<file path="config.mk">
export PLATFORM = sky130hd
export DESIGN_NAME = module_iir_biquad_lpf
export DESIGN_NICKNAME = d
export VERILOG_FILES = /design/src/rtl/module_iir_biquad_lpf_pkg.sv /design/src/rtl/module_iir_biquad_lpf_q2_16_sat.sv /design/src/rtl/module_iir_biquad_lpf.sv
export SDC_FILE = /design/constraint.sdc
export NUM_CORES = 1
export LEC_CHECK = 0
export CORE_AREA = 2 2 233 235
export CTS_BUF_LIST = sky130_fd_sc_hd__clkbuf_4 sky130_fd_sc_hd__clkbuf_8
export CTS_CLUSTER_DIAMETER = 60
export DETAILED_ROUTE_END_ITERATION = 10
export DIE_AREA = 0 0 235 237
export DONT_BUFFER_PORTS = 1
export HOLD_SLACK_MARGIN = 0.06
export PLACE_DENSITY = 0.36
export SLEW_MARGIN = 20
export SYNTH_ARGS = -nofsm -noshare
export SYNTH_HDL_FRONTEND = slang
export SYNTH_SLANG_ARGS = --single-unit
</file>
<file path="constraint.sdc">
create_clock -name clk -period 2.3 [get_ports clk]
set_input_delay 0.23 -clock clk [delete_from_list [all_inputs] [get_ports clk]]
set_output_delay 0.23 -clock clk [all_outputs]
set_load 0.01 [all_outputs]
</file>
<file path="src/rtl/module_iir_biquad_lpf_pkg.sv">
// Shared constants, DSP opmode codes and FSM state type for the biquad low-pass filter.
// Output saturation is optional and is enabled by defining IIR_BIQUAD_SATURATE_EN.
`ifndef DSP_NOP
`define DSP_NOP      8'h00
`endif
`ifndef DSP_XIN_MULT
`define DSP_XIN_MULT 8'h01
`endif
`ifndef DSP_ZIN_ZERO
`define DSP_ZIN_ZERO 8'h00
`endif
`ifndef DSP_ZIN_POUT
`define DSP_ZIN_POUT 8'h08
`endif

package module_iir_biquad_lpf_pkg;

    localparam int DSP_LATENCY = 3;
    localparam int N_TAPS      = 5;

    localparam logic [17:0] Q_ONE = 18'h10000;
    localparam logic [17:0] Q_MAX = 18'h1FFFF;
    localparam logic [17:0] Q_MIN = 18'h20000;

    // Index into {c0,c1,c2,c3,c4}; c0/c1 are the negated feedback terms.
    localparam int COEF_A1N = 0;
    localparam int COEF_A2N = 1;
    localparam int COEF_B0  = 2;
    localparam int COEF_B1  = 3;
    localparam int COEF_B2  = 4;

    typedef enum logic [1:0] {
        ST_IDLE  = 2'd0,
        ST_MAC   = 2'd1,
        ST_DRAIN = 2'd2,
        ST_OUT   = 2'd3
    } state_t;

endpackage

</file>
<file path="src/rtl/module_iir_biquad_lpf_q2_16_sat.sv">
// Converts a Q4.32 DSP accumulator to Q2.16, clamping to the Q2.16 range on overflow.
// Instantiated by the biquad top only when IIR_BIQUAD_SATURATE_EN is defined.
module module_q2_16_sat
    import module_iir_biquad_lpf_pkg::*;
(
    input  logic [47:0] i_p,
    output logic [17:0] o_q
);

    logic w_in_range;
    logic w_unused_frac;

    assign w_in_range    = (i_p[47:33] == {15{i_p[47]}});
    assign w_unused_frac = ^i_p[15:0];

    always_comb begin
        if (w_in_range) begin
            o_q = i_p[33:16];
        end else if (i_p[47]) begin
            o_q = Q_MIN;
        end else begin
            o_q = Q_MAX;
        end
    end

endmodule

</file>
<file path="src/rtl/module_iir_biquad_lpf.sv">
// Direct-form-I biquad on a shared DSP slice: five MAC issues per sample, then drain and output.
// Define IIR_BIQUAD_SATURATE_EN to clamp the output (and fed-back y1) instead of wrapping.
module module_iir_biquad_lpf
    import module_iir_biquad_lpf_pkg::*;
(
    input  logic        clk,
    input  logic        reset_n,
    input  logic [89:0] coefs_flat,
    input  logic        coefs_valid,
    input  logic [17:0] sample_in,
    input  logic        sample_in_valid,
    output logic [17:0] sample_out,
    output logic        sample_out_valid,
    output logic        busy,
    output logic [91:0] dsp_ins_flat,
    input  logic [47:0] dsp_outs_flat
);

    state_t      r_state;
    logic [2:0]  r_cnt;
    logic [17:0] r_x;
    logic [17:0] r_x1;
    logic [17:0] r_x2;
    logic [17:0] r_y1;
    logic [17:0] r_y2;
    logic [89:0] r_coefs_act;
    logic [89:0] r_coefs_pend;
    logic        r_pend_v;
    logic [17:0] r_sample_out;
    logic        r_out_valid;
    logic        r_busy;
    logic [91:0] r_dsp_ins;

    logic [17:0] w_coef [N_TAPS];
    logic [17:0] w_a;
    logic [17:0] w_b;
    logic [7:0]  w_opmode;
    logic [17:0] w_y;

    generate
        for (genvar gi = 0; gi < N_TAPS; gi++) begin : g_coef
            assign w_coef[gi] = r_coefs_act[(N_TAPS-1-gi)*18 +: 18];
        end
    endgenerate

    // Issue order: b0*x, b1*x1, b2*x2, a1n*y1, a2n*y2.
    always_comb begin
        w_a = '0;
        w_b = '0;
        case (r_cnt)
            3'd0: begin w_a = w_coef[COEF_B0];  w_b = r_x;  end
            3'd1: begin w_a = w_coef[COEF_B1];  w_b = r_x1; end
            3'd2: begin w_a = w_coef[COEF_B2];  w_b = r_x2; end
            3'd3: begin w_a = w_coef[COEF_A1N]; w_b = r_y1; end
            3'd4: begin w_a = w_coef[COEF_A2N]; w_b = r_y2; end
            default: ;
        endcase
    end

    assign w_opmode = (r_cnt == 3'd0) ? (`DSP_XIN_MULT | `DSP_ZIN_ZERO)
                                      : (`DSP_XIN_MULT | `DSP_ZIN_POUT);

`ifdef IIR_BIQUAD_SATURATE_EN
    module_q2_16_sat u_sat (
        .i_p (dsp_outs_flat),
        .o_q (w_y)
    );
`else
    logic w_unused_p;
    assign w_y        = dsp_outs_flat[33:16];
    assign w_unused_p = ^{dsp_outs_flat[47:34], dsp_outs_flat[15:0]};
`endif

    always_ff @(posedge clk or negedge reset_n) begin
        if (!reset_n) begin
            r_state      <= ST_IDLE;
            r_cnt        <= '0;
            r_x          <= '0;
            r_x1         <= '0;
            r_x2         <= '0;
            r_y1         <= '0;
            r_y2         <= '0;
            r_coefs_act  <= '0;
            r_coefs_pend <= '0;
            r_pend_v     <= 1'b0;
            r_sample_out <= '0;
            r_out_valid  <= 1'b0;
            r_busy       <= 1'b0;
            r_dsp_ins    <= '0;
        end else begin
            r_out_valid <= 1'b0;
            r_dsp_ins   <= '0;
            if (coefs_valid) begin
                r_coefs_pend <= coefs_flat;
                r_pend_v     <= 1'b1;
            end
            case (r_state)
                ST_IDLE: begin
                    // A same-cycle coefs pulse stays pending for the following sample.
                    if (r_pend_v) begin
                        r_coefs_act <= r_coefs_pend;
                        if (!coefs_valid) begin
                            r_pend_v <= 1'b0;
                        end
                    end
                    if (sample_in_valid) begin
                        r_x     <= sample_in;
                        r_busy  <= 1'b1;
                        r_cnt   <= '0;
                        r_state <= ST_MAC;
                    end
                end
                ST_MAC: begin
                    r_dsp_ins <= {w_opmode, w_a, w_b, 48'd0};
                    if (r_cnt == 3'd4) begin
                        r_cnt   <= '0;
                        r_state <= ST_DRAIN;
                    end else begin
                        r_cnt <= r_cnt + 3'd1;
                    end
                end
                ST_DRAIN: begin
                    if (r_cnt == 3'(DSP_LATENCY - 1)) begin
                        r_cnt   <= '0;
                        r_state <= ST_OUT;
                    end else begin
                        r_cnt <= r_cnt + 3'd1;
                    end
                end
                ST_OUT: begin
                    r_sample_out <= w_y;
                    r_out_valid  <= 1'b1;
                    r_x2         <= r_x1;
                    r_x1         <= r_x;
                    r_y2         <= r_y1;
                    r_y1         <= w_y;
                    r_busy       <= 1'b0;
                    r_state      <= ST_IDLE;
                end
                default: r_state <= ST_IDLE;
            endcase
        end
    end

    assign sample_out       = r_sample_out;
    assign sample_out_valid = r_out_valid;
    assign busy             = r_busy;
    assign dsp_ins_flat     = r_dsp_ins;

endmodule

</file>
==> results of run 1 <==
==> metrics by stage <==
stage               util, %  hold WS (ns)  std cells  setup slack (ns)  total power, uW
floorplan                 -      -0.06559        937            0.4557            13800
global placement      25.76      -0.05829       1546            0.3371            15570
detailed placement    25.76      -0.05538       1546            0.3027            15670
CTS                   30.80       -0.7855       1792           0.05372            21980
global route          30.82       -0.7892       1794           0.05870            22970
finish                30.82       -0.7081       1794            0.1580            21420
==> power by group <==
group	total [uW]	switching, uW	internal (uW)
Clock	5570	2360	3210
Sequential	9320	1590	7720
Combinational	6540	2840	3690
==> metal layers <==
layer	vias to the layer above	GRT usage [%]	share of wire, %
li1	3426	-	-
met1	3970	15.59	44
met2	206	19.88	48
met3	61	3.381	5.8
met4	4	4.200	2.4
met5	-	0	0.086
==> area by class of cell <==
type	count	area (um^2)	share of cell area, %
multi-input combinational	507	4691	28.57
tap	696	870.8	5.304
clock buffer	94	1137	6.927
sequential	316	7909	48.17
inverter	8	30.03	0.1829
clock inverter	6	67.56	0.4115
timing repair buffer	165	1709	10.41
antenna	2	5.005	0.03048
==> cells in the final DEF (no fill, tap or decap), types with 2 or more instances in the layout <==
cell and count:
sky130_fd_sc_hd__conb_1 54, sky130_fd_sc_hd__inv_1 8, sky130_fd_sc_hd__ha_1 6, sky130_fd_sc_hd__nor2b_4 2
sky130_fd_sc_hd__a21oi_1 38, sky130_fd_sc_hd__buf_4 12, sky130_fd_sc_hd__clkbuf_8 69, sky130_fd_sc_hd__nand2_1 40
sky130_fd_sc_hd__o21ai_0 3, sky130_fd_sc_hd__ha_2 3, sky130_fd_sc_hd__inv_6 2, sky130_fd_sc_hd__dlygate4sd3_1 145
sky130_fd_sc_hd__clkinvlp_4 2, sky130_fd_sc_hd__nand2_2 2, sky130_fd_sc_hd__diode_2 2, sky130_fd_sc_hd__buf_12 7
sky130_fd_sc_hd__mux2_2 307, sky130_fd_sc_hd__a222oi_1 36, sky130_fd_sc_hd__dfrtp_1 315, sky130_fd_sc_hd__clkbuf_4 25
sky130_fd_sc_hd__nor2_1 3
==> what timing repair did <==
action                                 in CTS  in global routing
endpoints found under the hold margin     447                316
setup endpoints to repair                   0                  6
resized for setup                           0                  1
==> kinds of logic (layout without fill, tap and decap cells) <==
| group | Yosys count | in the layout | share of synthesized area, % |
|---|---|---|---|
| flops | 316 | 316 | 60.09 |
| mux | 309 | 309 | 26.46 |
| buf+inv | 114 | 273 | 6.019 |
| compound gates | 84 | 84 | 4.830 |
| simple gates | 50 | 50 | 1.616 |
| fa+ha+maj | 10 | 10 | 0.9508 |
| other cells | 1 | 56 | 0.02850 |
==> flip-flops by register name, summed over array words and instances (netlist names), 2 cells and up <==
register and cells:
sample_out 18, dsp_ins_flat 38, r_coefs_pend 90, r_y2 18, r_x1 18, r_x 18
r_x2 18, r_cnt 3, r_state 2, r_coefs_act 90
==> worst max-delay path by stage <==
stage | start | to | slack [ns] | depth (start not counted)
after global routing | r_state[0] | r_x[0] | 0.06 | 6
final | r_state[0] | r_x[0] | 0.16 | 6
after detailed placement | r_cnt[0] | dsp_ins_flat[77] | 0.30 | 6
after global placement | r_cnt[0] | dsp_ins_flat[77] | 0.34 | 6
after floorplan | r_cnt[2] | dsp_ins_flat[54] | 0.46 | 9
after CTS | r_state[0] | r_x[17] | 0.05 | 6
==> impl_metrics.toml, run 1 <==
[critical_path]
crit_arrival_ns = 2.64
crit-reg2reg-capture = "r_x[0]"
worstPathRequired_ns = 2.80
reg2reg_slack_ns = 0.16
cp.buffers_inverters = 3
worst_setup_path_start_kind = "flop"
cp_slowest_cell = "sky130_fd_sc_hd__dlygate4sd3_1"
crit-reg2reg-launch = "r_state[0]"
critPathMaxFanout = 16
setup.worst_path.class = "reg -> reg"
critical-path-top-delay-family = "buffers and inverters"
crit_chain = "inv_1 > ha_2 > nand2_2 > buf_12 > mux2_2 > dlygate4sd3_1"
crit_path_max_incr_delay_ns = 0.56
worst-r2r-cell-count = 6
end_kind = "flop"

[route]
wl_um = 33700
drc_errors = 0
detailedRoute.firstIterationViolations = 350
routedWlPerCell_um = 18.78
detailedRoute.firstPassIterationCount = 8
detailroute.via_count = 7667
detail-route-antenna-nets = 0
route.detailed.vias_per_inst = 4.274

[global_route]
global_route_wire_length_before_repair_um = 52130
grt_pass1_vias = 8302
largest_net_degree_at_the_start_of_global_routing = 317
grt-ovfl-total = 0
antenna_found_initial = 4
total_global_route_track_usage_pct = 12.21

[run_status]
outcome = "finished with violations"
violations_in_the_final_reports = "hold timing"

[cts]
cts_made_buffers = 59
clk-insertion-delay-late_ns = 0.64
cts_tree = "yes"
clock_tree.root_cell = "sky130_fd_sc_hd__clkbuf_8"
max-clock-path-buffers = 3
clkSinkCount = 316
post-cts-setup-buffer-count = 0
clk_transition_reported_paths_ns = 0.06
post_cts_hold_buffer_count = 146
cts-htree-levels = 2

[pwr]
power_per_cell_area_mw_per_mm2 = 1305
power.ir.vdd_worst_mv = 0.4800
leakagePower_uw = 0.006955

[placement]
dpl.hpwl_um = 20070
globalplace.congestion = 0.6771
io_buffers = 0
dpl_cell_area_mm2 = 0.01373

[timing]
finalSetupTns_ns = 0
pin_slew_with_the_least_headroom_to_its_limit_ns = 0.9069
grt_setup_unrepaired = "no"
setup_viol = 0
relSlewSlack_pct = 39.54
period_share_pct = 93.13
finClkSkew_ns = 0.03614
fin_crit_ns = 2.142
timing.fmax_ghz = 0.4668
timing_hold_violations_final = 316
finalMaxSlewViolations = 0
fin_hold_ws_ns = -0.7081

[logic_synthesis]
synth_seq_cells = 316
synthesized_area_divided_by_synthesized_cell_count_um2 = 14.89
sequential_area_share_after_synthesis_pct = 60.09
synth_largest_area_cell = "sky130_fd_sc_hd__dfrtp_1"
ys_async_sr_fraction_pct = 100.0
yosys_warnings = 0
yosysTopAreaCellShare_pct = 60.09
synthesis.instances = 884
synth_most_common_cell = "sky130_fd_sc_hd__dfrtp_1"
netlist_top_cells_area = "sky130_fd_sc_hd__dfrtp_1 (60%), sky130_fd_sc_hd__mux2_2 (26%), sky130_fd_sc_hd__buf_4 (3.1%)"
synth_top_cells_by_count = "sky130_fd_sc_hd__dfrtp_1 (316), sky130_fd_sc_hd__mux2_2 (307), sky130_fd_sc_hd__buf_4 (54), sky130_fd_sc_hd__nand2_1 (40), sky130_fd_sc_hd__a21oi_1 (38)"
synth_cell_types = 30
synth-main-ff-cell = "sky130_fd_sc_hd__dfrtp_1"
synth_edf_count = 0
post_synth_instance_area_mm2 = 0.01316

[finish]
n_fill_cell = 5399
areaGrowthSynthToFinish_pct = 24.78
final_net_count = 1227
finalInstanceArea_mm2 = 0.01642
post_route_cells_drive_above_1_share_pct = 40.15

[floorplan]
io_pins = 272
width_of_the_die_um = 235
die_height_um = 237
dieArea_mm2 = 0.05570
initial_utilization_pct = 24.70
floorplan.core_area_mm2 = 0.05328
rows = 85

[job]
drv_cap = 0

[hold_path]
min_path_type = "in -> async"
Power figures use the tool's default switching activity.
==> inputs of run 2 (changes only) <==
--- a/config.mk
+++ b/config.mk
@@ -13,6 +13,7 @@
 export DONT_BUFFER_PORTS = 1
 export HOLD_SLACK_MARGIN = 0.06
 export PLACE_DENSITY = 0.36
+export SETUP_SLACK_MARGIN = 0.2
 export SLEW_MARGIN = 20
 export SYNTH_ARGS = -nofsm -noshare
 export SYNTH_HDL_FRONTEND = slang
==> constraint.sdc (replaced) <==
create_clock -name clk -period 2.75 [get_ports clk]
set_input_delay 0.275 -clock clk [delete_from_list [all_inputs] [get_ports clk]]
set_output_delay 0.275 -clock clk [all_outputs]
set_load 0.01 [all_outputs]
==> impl_metrics.toml, run 2 (synthesis gave the netlist of run 1 again) <==
[floorplan]
dieArea_mm2 = 0.05570
die_height_um = 237
width_of_the_die_um = 235
floorplan.core_area_mm2 = 0.05328
initial_utilization_pct = 24.70
rows = 85
io_pins = 272

[critical_path]
worst-r2r-cell-count = 6
worst-path-stages = 6
critPathMaxFanout = 26
crit_arrival_ns = 2.67
critical-path-top-delay-family = "buffers and inverters"
crit-reg2reg-launch = "r_cnt[0]"
end_kind = "flop"
cp_slowest_cell = "sky130_fd_sc_hd__buf_4"
crit_chain = "inv_1 > ha_1 > nor2b_4 > buf_4 > a222oi_1 > a21oi_1"
cp.buffers_inverters = 2
reg2reg_slack_ns = 0.60
worstPathRequired_ns = 3.27
worst_setup_path_start_kind = "flop"
crit-reg2reg-capture = "dsp_ins_flat[71]"
crit_path_max_incr_delay_ns = 0.49
setup.worst_path.class = "reg -> reg"

[route]
routedWlPerCell_um = 18.64
detailroute.via_count = 7979
detailedRoute.firstIterationViolations = 448
route.detailed.vias_per_inst = 4.287
drc_errors = 0
wl_um = 34690
detailedRoute.firstPassIterationCount = 8
detail-route-antenna-nets = 0

[timing]
setup_viol = 0
timing.fmax_ghz = 0.4651
timing_hold_violations_final = 316
final.setup.worst_slack_ns = 0.5997
grt_setup_unrepaired = "no"
pin_slew_with_the_least_headroom_to_its_limit_ns = 1.113
finalMaxSlewViolations = 0
finClkSkew_ns = 0.05421
fin_crit_ns = 2.150
finalSetupTns_ns = 0
relSlewSlack_pct = 25.82
period_share_pct = 78.19
fin_hold_ws_ns = -0.6580

[finish]
final_net_count = 1283
finalInstanceArea_mm2 = 0.01708
final_util_pct = 32.05
layout.cells.most_common_list = "sky130_fd_sc_hd__dfrtp_1 (315), sky130_fd_sc_hd__mux2_2 (307), sky130_fd_sc_hd__dlygate4sd3_1 (205)"
final_non_filler_cells = 1861
post_route_cells_drive_above_1_share_pct = 38.24
mostFrequentLayoutCell = "sky130_fd_sc_hd__dfrtp_1"
n_fill_cell = 5353
areaGrowthSynthToFinish_pct = 29.76

[global_route]
total_global_route_track_usage_pct = 12.52
global_route_wire_length_before_repair_um = 53670
antenna_found_initial = 5
largest_net_degree_at_the_start_of_global_routing = 317
grt-ovfl-total = 0
grt_pass1_vias = 8701

[cts]
post_cts_hold_buffer_count = 205
clock_tree.root_cell = "sky130_fd_sc_hd__clkbuf_8"
cts_tree = "yes"
post-cts-setup-buffer-count = 0
clk_transition_reported_paths_ns = 0.06
cts_made_buffers = 59
clk-insertion-delay-late_ns = 0.65
cts-htree-levels = 2
clkSinkCount = 316
resize_count_post_cts = 0
max-clock-path-buffers = 3

[pwr]
power.ir.vdd_worst_mv = 0.4352
power_per_cell_area_mw_per_mm2 = 1066
leakagePower_uw = 0.007244

[run_status]
outcome = "finished with violations"
violations_in_the_final_reports = "hold timing"

[placement]
dpl_cell_area_mm2 = 0.01366
globalplace.congestion = 0.6809
dpl.hpwl_um = 20300
io_buffers = 0
place.detailed.instances = 1543
detailedPlace.worstSlack_ns = 0.5412

[hold_path]
min_path_type = "in -> async"

[job]
drv_cap = 0
[run 2: cell types whose count changed in the layout (fill, tap and decap cells not counted), sizes merged]
| cell | change |
|---|---|
| clkbuf | +1 |
| diode | +2 |
| buf | -4 |
| dlygate4sd3 | +60 |
| clkinvlp | -1 |
| clkinv | +10 |
| bufinv | +1 |
| inv | -2 |
[run 2: stage by stage]
step,hold slack [ns],total power [uW]
after global placement,-0.01338,13010
after global routing,-0.7291,19460
after CTS,-0.7393,18690
after floorplan,-0.02059,11540
final,-0.6580,18200
after detailed placement,-0.009444,13090
[run 2: metal layers]
layer,vias up,global-route usage (%),routed length (um)
li1,3560,-,-
met1,4131,15.64,14830
met2,220,20.78,16850
met3,64,3.661,2180
met4,4,3.989,791
met5,-,0,31
[run 2: power breakdown]
group	switching (uW)	leakage (uW)	internal [uW]
Sequential	1330	0.00378	6460
Combinational	2360	0.00274	2970
Clock	2080	0.000721	3000
[run 2: worst max path at each step]
stage,startpoint,end
floorplan,r_cnt[2],dsp_ins_flat[54]
global placement,r_cnt[0],dsp_ins_flat[60]
detailed placement,r_cnt[0],dsp_ins_flat[71]
CTS,r_cnt[2],dsp_ins_flat[52]
global route,r_cnt[0],dsp_ins_flat[58]
finish,r_cnt[0],dsp_ins_flat[71]
[run 2: layout make-up]
| cell class | instances | area [um^2] | share of cell area (%) |
|---|---|---|---|
| antenna | 4 | 10.01 | 0.05862 |
| clock buffer | 95 | 1220 | 7.144 |
| clock inverter | 14 | 137.6 | 0.8060 |
| inverter | 8 | 30.03 | 0.1759 |
| multi-input combinational | 507 | 4688 | 27.46 |
| sequential | 316 | 7909 | 46.32 |
| tap | 696 | 870.8 | 5.100 |
| timing repair buffer | 221 | 2210 | 12.94 |
